===== config.mk =====
export PLATFORM = sky130hd
export DESIGN_NAME = alu_mc
export DESIGN_NICKNAME = d
export VERILOG_FILES = /design/src/rtl/alu_mc.sv
export SDC_FILE = /design/constraint.sdc
export NUM_CORES = 1
export LEC_CHECK = 0
export BUFFER_PORTS_ARGS = -buffer_cell sky130_fd_sc_hd__clkbuf_2
export CORE_ASPECT_RATIO = 1.1
export CORE_MARGIN = 5
export CORE_UTILIZATION = 45
export CTS_BUF_LIST = sky130_fd_sc_hd__clkbuf_16
export CTS_CLUSTER_DIAMETER = 40
export DETAILED_ROUTE_END_ITERATION = 12
export GPL_TIMING_DRIVEN = 0
export PLACE_DENSITY_LB_ADDON = 0.15
export SETUP_SLACK_MARGIN = 0.3
export SLEW_MARGIN = 10
export SYNTH_ARGS = -nofsm -noshare
export SYNTH_HDL_FRONTEND = slang
export SYNTH_SLANG_ARGS = --single-unit

===== constraint.sdc =====
create_clock -name clk -period 7.8 [get_ports clk]
set_input_delay 0.78 -clock clk [delete_from_list [all_inputs] [get_ports clk]]
set_output_delay 0.78 -clock clk [all_outputs]
set_load 0.05 [all_outputs]

===== src/rtl/alu_mc.sv =====
// Multi-cycle ALU. Single-cycle logic/arithmetic ops take one cycle.
// Unsigned multiply uses shift-add and unsigned divide uses a restoring
// algorithm; each runs WIDTH iterations.
// Both iterative ops share one 2*WIDTH accumulator laid out as {hi, lo}:
//   multiply : {partial product high, multiplier bits still to consume}
//   divide   : {partial remainder, dividend bits shifting into quotient}
// Because both layouts finish as {hi, y}, one write path serves both ops.
//
// state  | meaning
// IDLE   | waiting for start; start is accepted only here
// RUN    | one multiply/divide iteration per cycle; busy=1
// DONE   | results valid for this cycle only; done=1
module alu_mc #(
   parameter int WIDTH = 32
) (
   input  logic             clk,
   input  logic             rst,
   input  logic             start,
   input  logic [2:0]       ctrl,
   input  logic [WIDTH-1:0] a,
   input  logic [WIDTH-1:0] b,
   output logic [WIDTH-1:0] y,
   output logic [WIDTH-1:0] hi,
   output logic             zero,
   output logic             busy,
   output logic             done,
   output logic             dz
);

   localparam int CNT_W = $clog2(WIDTH + 1);

   localparam logic [2:0] OP_AND  = 3'b000;
   localparam logic [2:0] OP_OR   = 3'b001;
   localparam logic [2:0] OP_ADD  = 3'b010;
   localparam logic [2:0] OP_MULU = 3'b011;
   localparam logic [2:0] OP_DIVU = 3'b100;
   localparam logic [2:0] OP_SUB  = 3'b110;
   localparam logic [2:0] OP_SLT  = 3'b111;

   typedef enum logic [1:0] {
      S_IDLE = 2'd0,
      S_RUN  = 2'd1,
      S_DONE = 2'd2
   } state_t;

   state_t               state;
   state_t               state_nxt;
   logic [CNT_W-1:0]     cnt;
   logic [2*WIDTH-1:0]   acc;
   logic [2*WIDTH-1:0]   acc_nxt;
   logic [WIDTH-1:0]     opb;
   logic                 op_div;
   logic                 accept;
   logic                 is_multi;
   logic                 last_iter;
   logic [WIDTH-1:0]     fast_y;
   logic [WIDTH:0]       mul_sum;
   logic [WIDTH:0]       rem_sh;
   logic [WIDTH-1:0]     rem_sub;

   assign accept    = (state == S_IDLE) && start;
   assign is_multi  = (ctrl == OP_MULU) || (ctrl == OP_DIVU);
   assign last_iter = (state == S_RUN) && (cnt == CNT_W'(1));

   // State register; reset abandons any in-flight operation.
   always_ff @(posedge clk) begin
      if (rst) begin
         state <= S_IDLE;
      end else begin
         state <= state_nxt;
      end
   end

   // Next-state: DONE always returns to IDLE so a start there is dropped.
   always_comb begin
      state_nxt = state;
      case (state)
         S_IDLE: begin
            if (start) begin
               state_nxt = is_multi ? S_RUN : S_DONE;
            end
         end
         S_RUN: begin
            if (last_iter) begin
               state_nxt = S_DONE;
            end
         end
         S_DONE:  state_nxt = S_IDLE;
         default: state_nxt = S_IDLE;
      endcase
   end

   // Handshake outputs decode directly from the state register.
   always_comb begin
      busy = (state == S_RUN);
      done = (state == S_DONE);
   end

   // Single-cycle result; the reserved opcode falls through to AND.
   always_comb begin
      fast_y = a & b;
      case (ctrl)
         OP_OR:   fast_y = a | b;
         OP_ADD:  fast_y = a + b;
         OP_SUB:  fast_y = a - b;
         OP_SLT:  fast_y = {{(WIDTH-1){1'b0}}, ($signed(a) < $signed(b))};
         default: fast_y = a & b;
      endcase
   end

   // One shift-add or restoring-divide step on the shared accumulator.
   // With a zero divisor every trial subtract succeeds, so the quotient
   // fills with ones and the dividend shifts intact into the remainder.
   always_comb begin
      mul_sum = {1'b0, acc[2*WIDTH-1:WIDTH]}
                + (acc[0] ? {1'b0, opb} : {(WIDTH+1){1'b0}});
      rem_sh  = acc[2*WIDTH-1:WIDTH-1];
      rem_sub = rem_sh[WIDTH-1:0] - opb;
      acc_nxt = {mul_sum, acc[WIDTH-1:1]};
      if (op_div) begin
         if (rem_sh >= {1'b0, opb}) begin
            acc_nxt = {rem_sub, acc[WIDTH-2:0], 1'b1};
         end else begin
            acc_nxt = {rem_sh[WIDTH-1:0], acc[WIDTH-2:0], 1'b0};
         end
      end
   end

   // Datapath: operand capture, iteration and result registers.
   always_ff @(posedge clk) begin
      if (rst) begin
         y      <= '0;
         hi     <= '0;
         zero   <= 1'b1;
         dz     <= 1'b0;
         acc    <= '0;
         opb    <= '0;
         op_div <= 1'b0;
         cnt    <= '0;
      end else if (accept) begin
         if (is_multi) begin
            acc    <= {{WIDTH{1'b0}}, a};
            opb    <= b;
            op_div <= (ctrl == OP_DIVU);
            cnt    <= CNT_W'(WIDTH);
         end else begin
            y    <= fast_y;
            hi   <= '0;
            zero <= (fast_y == '0);
            dz   <= 1'b0;
         end
      end else if (state == S_RUN) begin
         acc <= acc_nxt;
         cnt <= cnt - CNT_W'(1);
         if (last_iter) begin
            y    <= acc_nxt[WIDTH-1:0];
            hi   <= acc_nxt[2*WIDTH-1:WIDTH];
            zero <= (acc_nxt[WIDTH-1:0] == '0);
            dz   <= op_div && (opb == '0);
         end
      end
   end

endmodule


Word level (Yosys, flattened, before mapping)
Cells that the tools add are included.
{ "classes": {"n_addsub": 5, "order_cmp": 2, "n_eq_ne": 13, "muxes": 30, "n_bitwise": 2, "reduce_logical": 14} }
{ "op_table": {"columns": ["operator", "n"], "rows": [
  ["$mux 64", 5],
  ["$mux 32", 9],
  ["$pmux 32 s4", 1],
  ["$logic_not 32->1", 3],
  ["$sub 32x32->32", 2],
  ["$add 32x32->33", 1],
  ["$ge 33x32->1", 1],
  ["$add 32x32->32", 1],
  ["$and 32x32->32", 1],
  ["$lt 32x32->1", 1],
  ["$or 32x32->32", 1],
  ["$mux 6", 3],
  ["$eq 3x3->1 const B", 3],
  ["$mux 1", 8],
  ["$eq 3x2->1 const B", 2],
  ["$eq 6x1->1 const B", 1],
  ["$mux 2", 3],
  ["$reduce_and 2->1", 3],
  ["$sub 6x1->6 const B", 1],
  ["$ne 2x1->1 const B", 2],
  ["$ne 2x2->1 const B", 2],
  ["$pmux 2 s2", 1],
  ["$reduce_bool 2->1", 2],
  ["$eq 3x1->1 const B", 1],
  ["other kinds (6)", 8]
]} }
{ "totals": {"ff_bits": 171, "out_inout_bits": 68} }

Depth between registers and ports, before layout
Gate-level depths: netlist of the first run.
{ "logic_depth": {"depth_word": 7, "mapped_depth": 16, "mapped_depth_nobuf": 15} }

Worst setup path after synthesis of the first run
Ideal clock, no wire load.
{ "synth_timing": {"kind": "input port to flip-flop", "startpoint": "input b[1]", "endpoint": "register zero", "setup_time_ns": 0.087, "arrival_time_ns": 4.118, "t_required_ns": 7.713, "setup_slack_ns": 3.595, "cell_stages": 13, "n_path_buf": 0, "path_cell_list": "inv_1 > ha_1 > a211oi_2 > o21ai_4 > a31oi_1 > o211ai_2 > a21boi_1 > mux2_2 > nor3_2 > or4b_1 > or4_1 > or4_1 > o31ai_1"} }
{ "synth_via": {"elab_chain_cells": 5} }
{ "synth_rtl": {"columns": ["element", "line", "rtl"], "rows": [
  ["from (decl)", "21", "input logic [WIDTH-1:0] b,"],
  ["$sub 32x32->32 (tied with other cells)", "105", "OP_SUB: fast_y = a - b;"],
  ["$pmux 32 s4 *", "102", "case (ctrl)"],
  ["$logic_not 32->1 *", "149", "zero <= (fast_y == '0);"],
  ["$mux 1 *", "141", "if (is_multi) begin"],
  ["$mux 1 *", "140", "end else if (accept) begin"],
  ["to (signal assigned)", "149", null],
  ["to (signal assigned)", "158", "zero <= (acc_nxt[WIDTH-1:0] == '0);"],
  ["to (decl)", "24", "output logic zero,"]
]} }
Mark *: on every way between the ends. The rest lies on a longest branch, timed or not. The select of a mux whose other input is x is not followed.
A chain may end at the register's enable or synchronous reset.

Final worst setup path of the first run
{ "layout_timing": {"startpoint": "register opb[7]", "endpoint": "register acc[48]"} }
{ "layout_via": {"elab_chain_cells": 5} }
{ "layout_rtl": {"columns": ["element", "line", "rtl"], "rows": [
  ["from (decl)", "51", "logic [WIDTH-1:0] opb;"],
  ["from (signal assigned)", "137", "opb <= '0;"],
  ["from (signal assigned)", "143", "opb <= b;"],
  ["$mux 32 (tied with other cells)", "116", "+ (acc[0] ? {1'b0, opb} : {(WIDTH+1){1'b0}});"],
  ["$add 32x32->33 / $mux 64 (equally long branches)", "116, 121", null],
  ["$mux 64 *", "120", "if (op_div) begin"],
  ["$mux 64 *", "152", "end else if (state == S_RUN) begin"],
  ["$mux 64 *", "140", null],
  ["to (signal assigned)", "142", "acc <= {{WIDTH{1'b0}}, a};"],
  ["to (signal assigned)", "153", "acc <= acc_nxt;"],
  ["to (decl)", "49", "logic [2*WIDTH-1:0] acc;"]
]} }
Marked as above.

==> out/qor.csv, run 1 <==
metric,value,unit
finalClockSkew,0.0159,ns
worst-slew-pin-transition,1.22,ns
grt_pass1_vias,18600,
p_sw,1.32,mW
min_to,y[0],
routed_wl,79800,um
antenna_cells,0,
min_path_cells,2,
clockBufferDepth,2,
grt-ovfl-total,0,
fmaxAchievable,0.179,GHz
place_area,18300,um2
finish.instance_area,18800,um2
period_minus_slack,5.59,ns
die_h,214,um
drtIter0Drc,1895,
firstDrtPassIters,8,
gp_congestion,1.02,
dieArea,41800,um2
cap_violations,0,
p_comb_share,42.5,%
rrSetupSlack,2.21,ns
critPathRequiredTime,8.11,ns
path_clk_slew,0.07,ns
tns,0,ns
yosysWarningCount,0,
power_density,161,nW/um2
synth-edff-count,0,
hold_buffers,0,
hold_start,y[0],
areaGrowthSynthToFinish,10.6,%
drt-met1-wl,30800,um
drc,0,
dp.cells,3000,
top_layer_used,met4,
worstPathArrival,5.90,ns
path_class,reg2reg,
vias,19300,
start_util,45.7,%
antenna_found_initial,0,
ys.flop_type,dfxtp_1,
ys_seq_area_share,20.1,%
startpoint_type,register,
cts_resized,0,
viasPerCell,6.37,
insertion_delay,0.46,ns
antenna_left,0,
cts_sinks,171,
syn-num-nets,2611,
synth_cell_types,97,
final_common_cell,nand2_1,
grt_max_degree,17,
power.share.sequential,31.3,%
startpoint,opb[7],
die_x,195,um
wl_met2,36700,um
final_hold_viol_count,0,
core,37200,um2
synthArstFlopShare,0,%
max_slew_margin,18.3,%
cts_made_buffers,17,
status,"complete, no violations",
grt_usage,36.8,%
place_hpwl,63800,um
syn_avg_cell_area,7.17,um2
p_leak,8.06,nW
cp_max_fo,10,
io_buffers,134,
grt_pass1_wl,117000,um
ys_ff_latch,171,
hold_path_class,reg2reg,
finalMaxSlewViolations,0,
r2r_start,opb[7],
setup_slack,2.21,ns
final_cell_mix,"nand2_1 (286), a21oi_1 (277), nor2_1 (197)",
finalSetupViolations,0,
clkPwrFrac,26.3,%
h-tree-depth,4,
finalPower,3.03,mW
nets,2764,
rows,74,
dp_slack,2.28,ns
switching_share,43.5,%
reg2reg_to,acc[48],
finalCritPeriodShare,71.6,%
num_io_pins,138,
drive_above_1_share,9.26,%
met3_length,5810,um
cts_root_buf,clkbuf_16,
power.internal,1.71,mW
syn_area,17000,um2
peakVddDrop,0.163,mV
cts_setup_buffers,0,
rsz0062_at_grt,false,
hold_ws,0.444,ns
synth_cells,2372,
wl_per_cell,26.3,um
layoutNonFillerInstCount,3032,
rr_worst_depth,15,
cp-end-kind,register,
cts_tree,built,
final_util,50.5,%
[cell usage after synthesis (49+ instances only)]
library cell,instances,area share [%]
nand2_1,286,6.3
o211ai_1,50,2.2
clkbuf_1,96,2.1
ha_1,165,12
o21ai_0,116,3.4
inv_1,149,3.3
dfxtp_1,171,20
nor2_1,197,4.4
nor3_1,49,1.4
nand3_1,52,1.5
mux2i_1,61,3.6
and2_1,51,1.9
a21oi_1,277,8.2
[logic make-up after synthesis]
kind of cell,Yosys count,share of synthesized area [%]
multiplexers,71,4.25
XOR/XNOR,70,3.61
buffers and inverters,294,6.76
flip-flops,171,20.1
AND/OR/NAND/NOR,810,22.5
AO/OA/AOI/OAI,787,30.2
adder cells (fa/ha/maj),169,12.6
[sequential cells by signal, summed over array words and instances, names as in the netlist]
signal	flops
acc	64
cnt	6
dz	1
hi	32
op_div	1
opb	32
state	2
y	32
zero	1
[power by group through the flow]
stage          Sequential (mW)  Combinational [mW]  Clock, mW
2_1_floorplan            0.999               0.779          0
3_3_place_gp             0.965                1.24          0
3_5_place_dp             0.965                1.25          0
4_1_cts                  0.945                1.25      0.792
5_1_grt                  0.950                1.36      0.827
6_report                 0.947                1.29      0.796
[per-layer routing]
layer / vias to the layer above / GRT usage (%)
met5: - / 0
met4: 0 / 25.6
met3: 309 / 4.23
met2: 999 / 61.6
met1: 9142 / 44.4
li1: 8867 / -
[final cells by class]
type | count | area (um2)
timing repair buffer | 134 | 671
sequential | 171 | 3420
buffer | 138 | 563
tap | 494 | 618
clock buffer | 17 | 425
clock inverter | 15 | 85.1
multi-input combinational | 1907 | 12400
fill | 3895 | 18400
inverter | 156 | 586
[worst max-delay path, cell delays in order, from the launching register on]
cell	delay, ns
dfxtp_1	0.46
inv_1	0.07
ha_1	0.35
nand2_1	0.06
o21a_1	0.23
o211ai_1	0.37
nor2_1	0.17
a2111oi_0	0.97
nor4b_1	0.22
o31ai_2	0.81
buf_2	0.44
buf_2	0.43
mux2i_1	0.23
nor2_1	0.06
a21oi_1	0.40
o21ai_0	0.16
[how the worst max path moves through the flow]
stage,end,cells after the start
final,acc[48],15
after global routing,acc[48],15
after CTS,acc[48],15
after detailed placement,zero,13
after global placement,acc[48],16
after floorplan,zero,13
Power figures use the tool's default switching activity.
==> run 2: changes to the inputs <==
clock period = 4.9 ns   (was 7.8 ns; I/O delays follow)
==> out/qor.csv, run 2 (synthesis gave the netlist of run 1 again) <==
metric,value,unit
startpoint_type,input pin,
areaGrowthSynthToFinish,11.0,%
largest_reg_flops,64,
hold_path_class,in2reg,
hold_buffers,0,
cts_made_buffers,17,
gp_congestion,1.02,
critical-path-max-stage-delay,0.72,ns
peakVddDrop,0.263,mV
final_common_cell,nand2_1,
vias,19300,
grt_max_degree,17,
max_slew_margin,16.5,%
worst-slew-pin-transition,1.25,ns
cp_max_fo,9,
io_buffers,134,
finalCritPeriodShare,96.9,%
fmaxAchievable,0.211,GHz
status,"complete, no violations",
routed_wl,79800,um
num-fill-cells,3888,
grt_pass1_wl,117000,um
grt-ovfl-total,0,
cp-end-kind,register,
path_class,in2reg,
insertion_delay,0.46,ns
final_hold_viol_count,0,
antenna_left,0,
cap_violations,0,
die_x,195,um
final_cell_mix,"nand2_1 (286), a21oi_1 (276), nor2_1 (196)",
core,37200,um2
h-tree-depth,4,
regMostFlops,acc,
path_cells,clkbuf_2 > inv_1 > ha_1 > buf_2 > nor4_1 > and2_1 > a21boi_1 > a2111oi_1 > a21oi_1 > mux2i_1 > nor3_2 > or4b_1 > or4_1 > or4_1 > o31ai_1,
finalClockSkew,0.0143,ns
cts_tree,built,
rows,74,
wl_per_cell,26.3,um
nets,2765,
place_area,18300,um2
antenna_cells,0,
firstDrtPassIters,6,
hold_ws,0.304,ns
rsz0062_at_grt,true,
clockBufferDepth,2,
viasPerCell,6.36,
tns,0,ns
finalMaxSlewViolations,0,
dieArea,41800,um2
critPathRequiredTime,5.27,ns
place_hpwl,63800,um
slowest_stage,nor4_1,
antenna_found_initial,0,
worstPathArrival,5.12,ns
drtIter0Drc,2076,
drive_above_1_share,9.69,%
finalPower,4.85,mW
p_leak,8.09,nW
cts_root_buf,clkbuf_16,
finish.instance_area,18900,um2
cts_sinks,171,
drc,0,
finalSetupViolations,0,
crit_top_cell,or4_1,
start_util,45.7,%
path_clk_slew,0.07,ns
power_density,257,nW/um2
num_io_pins,138,
die_h,214,um
grt_pass1_vias,18600,
period_minus_slack,4.75,ns
grt_usage,36.8,%
==> run 2: cell count changes in the layout (fill, tap and decap cells not counted), sizes merged <==
cell,change
clkbuf,+3
buf,-2
==> run 2: layer usage <==
layer | track usage (%) | wire, um | vias up
li1 | - | - | 8874
met1 | 44.5 | 30900 | 9117
met2 | 61.6 | 37000 | 993
met3 | 4.24 | 5580 | 291
met4 | 25.8 | 6350 | 0
met5 | 0 | 0 | -
==> run 2: final timing paths <==
path / from / end / slack, ns / cells past startpoint
hold reg to reg: y[0] / y[0] / 0.44 / 2
setup / recovery: b[16] / zero / 0.15 / 15
hold / removal: b[31] / opb[31] / 0.30 / 3
setup reg to reg: state[1] / zero / 0.46 / 11
==> run 2: final cells by class <==
cell class                 count  area (um2)  area share, %
inverter                     156         587           3.11
multi-input combinational   1907       12500           66.2
clock inverter                15        85.1          0.451
timing repair buffer         135         678           3.59
sequential                   171        3420           18.1
clock buffer                  17         425           2.25
tap                          494         618           3.28
buffer                       138         571           3.02
==> run 2: power by group <==
| group | switching (mW) | total (mW) | internal [mW] |
|---|---|---|---|
| sequential | 0.0616 | 1.51 | 1.45 |
| combinational | 1.42 | 2.08 | 0.661 |
| clock | 0.626 | 1.26 | 0.636 |
==> run 2: worst max-delay path: cells and delay by family <==
| kind | cells | cell delay (ns) |
|---|---|---|
| and+or+nand+nor | 6 | 2.72 |
| AOI/OAI and AO/OA | 4 | 1.07 |
| buffers and inverters | 3 | 0.44 |
| adders and majority gates | 1 | 0.26 |
| muxes | 1 | 0.12 |
==> run 2: stage by stage <==
| stage | worst slack, ns | instances | utilization (%) |
|---|---|---|---|
| after detailed placement | -0.577 | 3000 | 49.1 |
| final | 0.150 | 3033 | 50.7 |
| after global placement | -0.614 | 3000 | 49.1 |
| after global routing | 0.133 | 3033 | 50.7 |
| after floorplan | 0.985 | 2372 | - |
| after CTS | 0.280 | 3033 | 50.6 |
==> run 2: what timing repair did <==
item	CTS	global route
gates cloned	0	0
buffers inserted	1	0
setup endpoints to repair	59	25
pin swaps	1	0
gates resized for setup	6	12
endpoints found under the hold margin	0	0
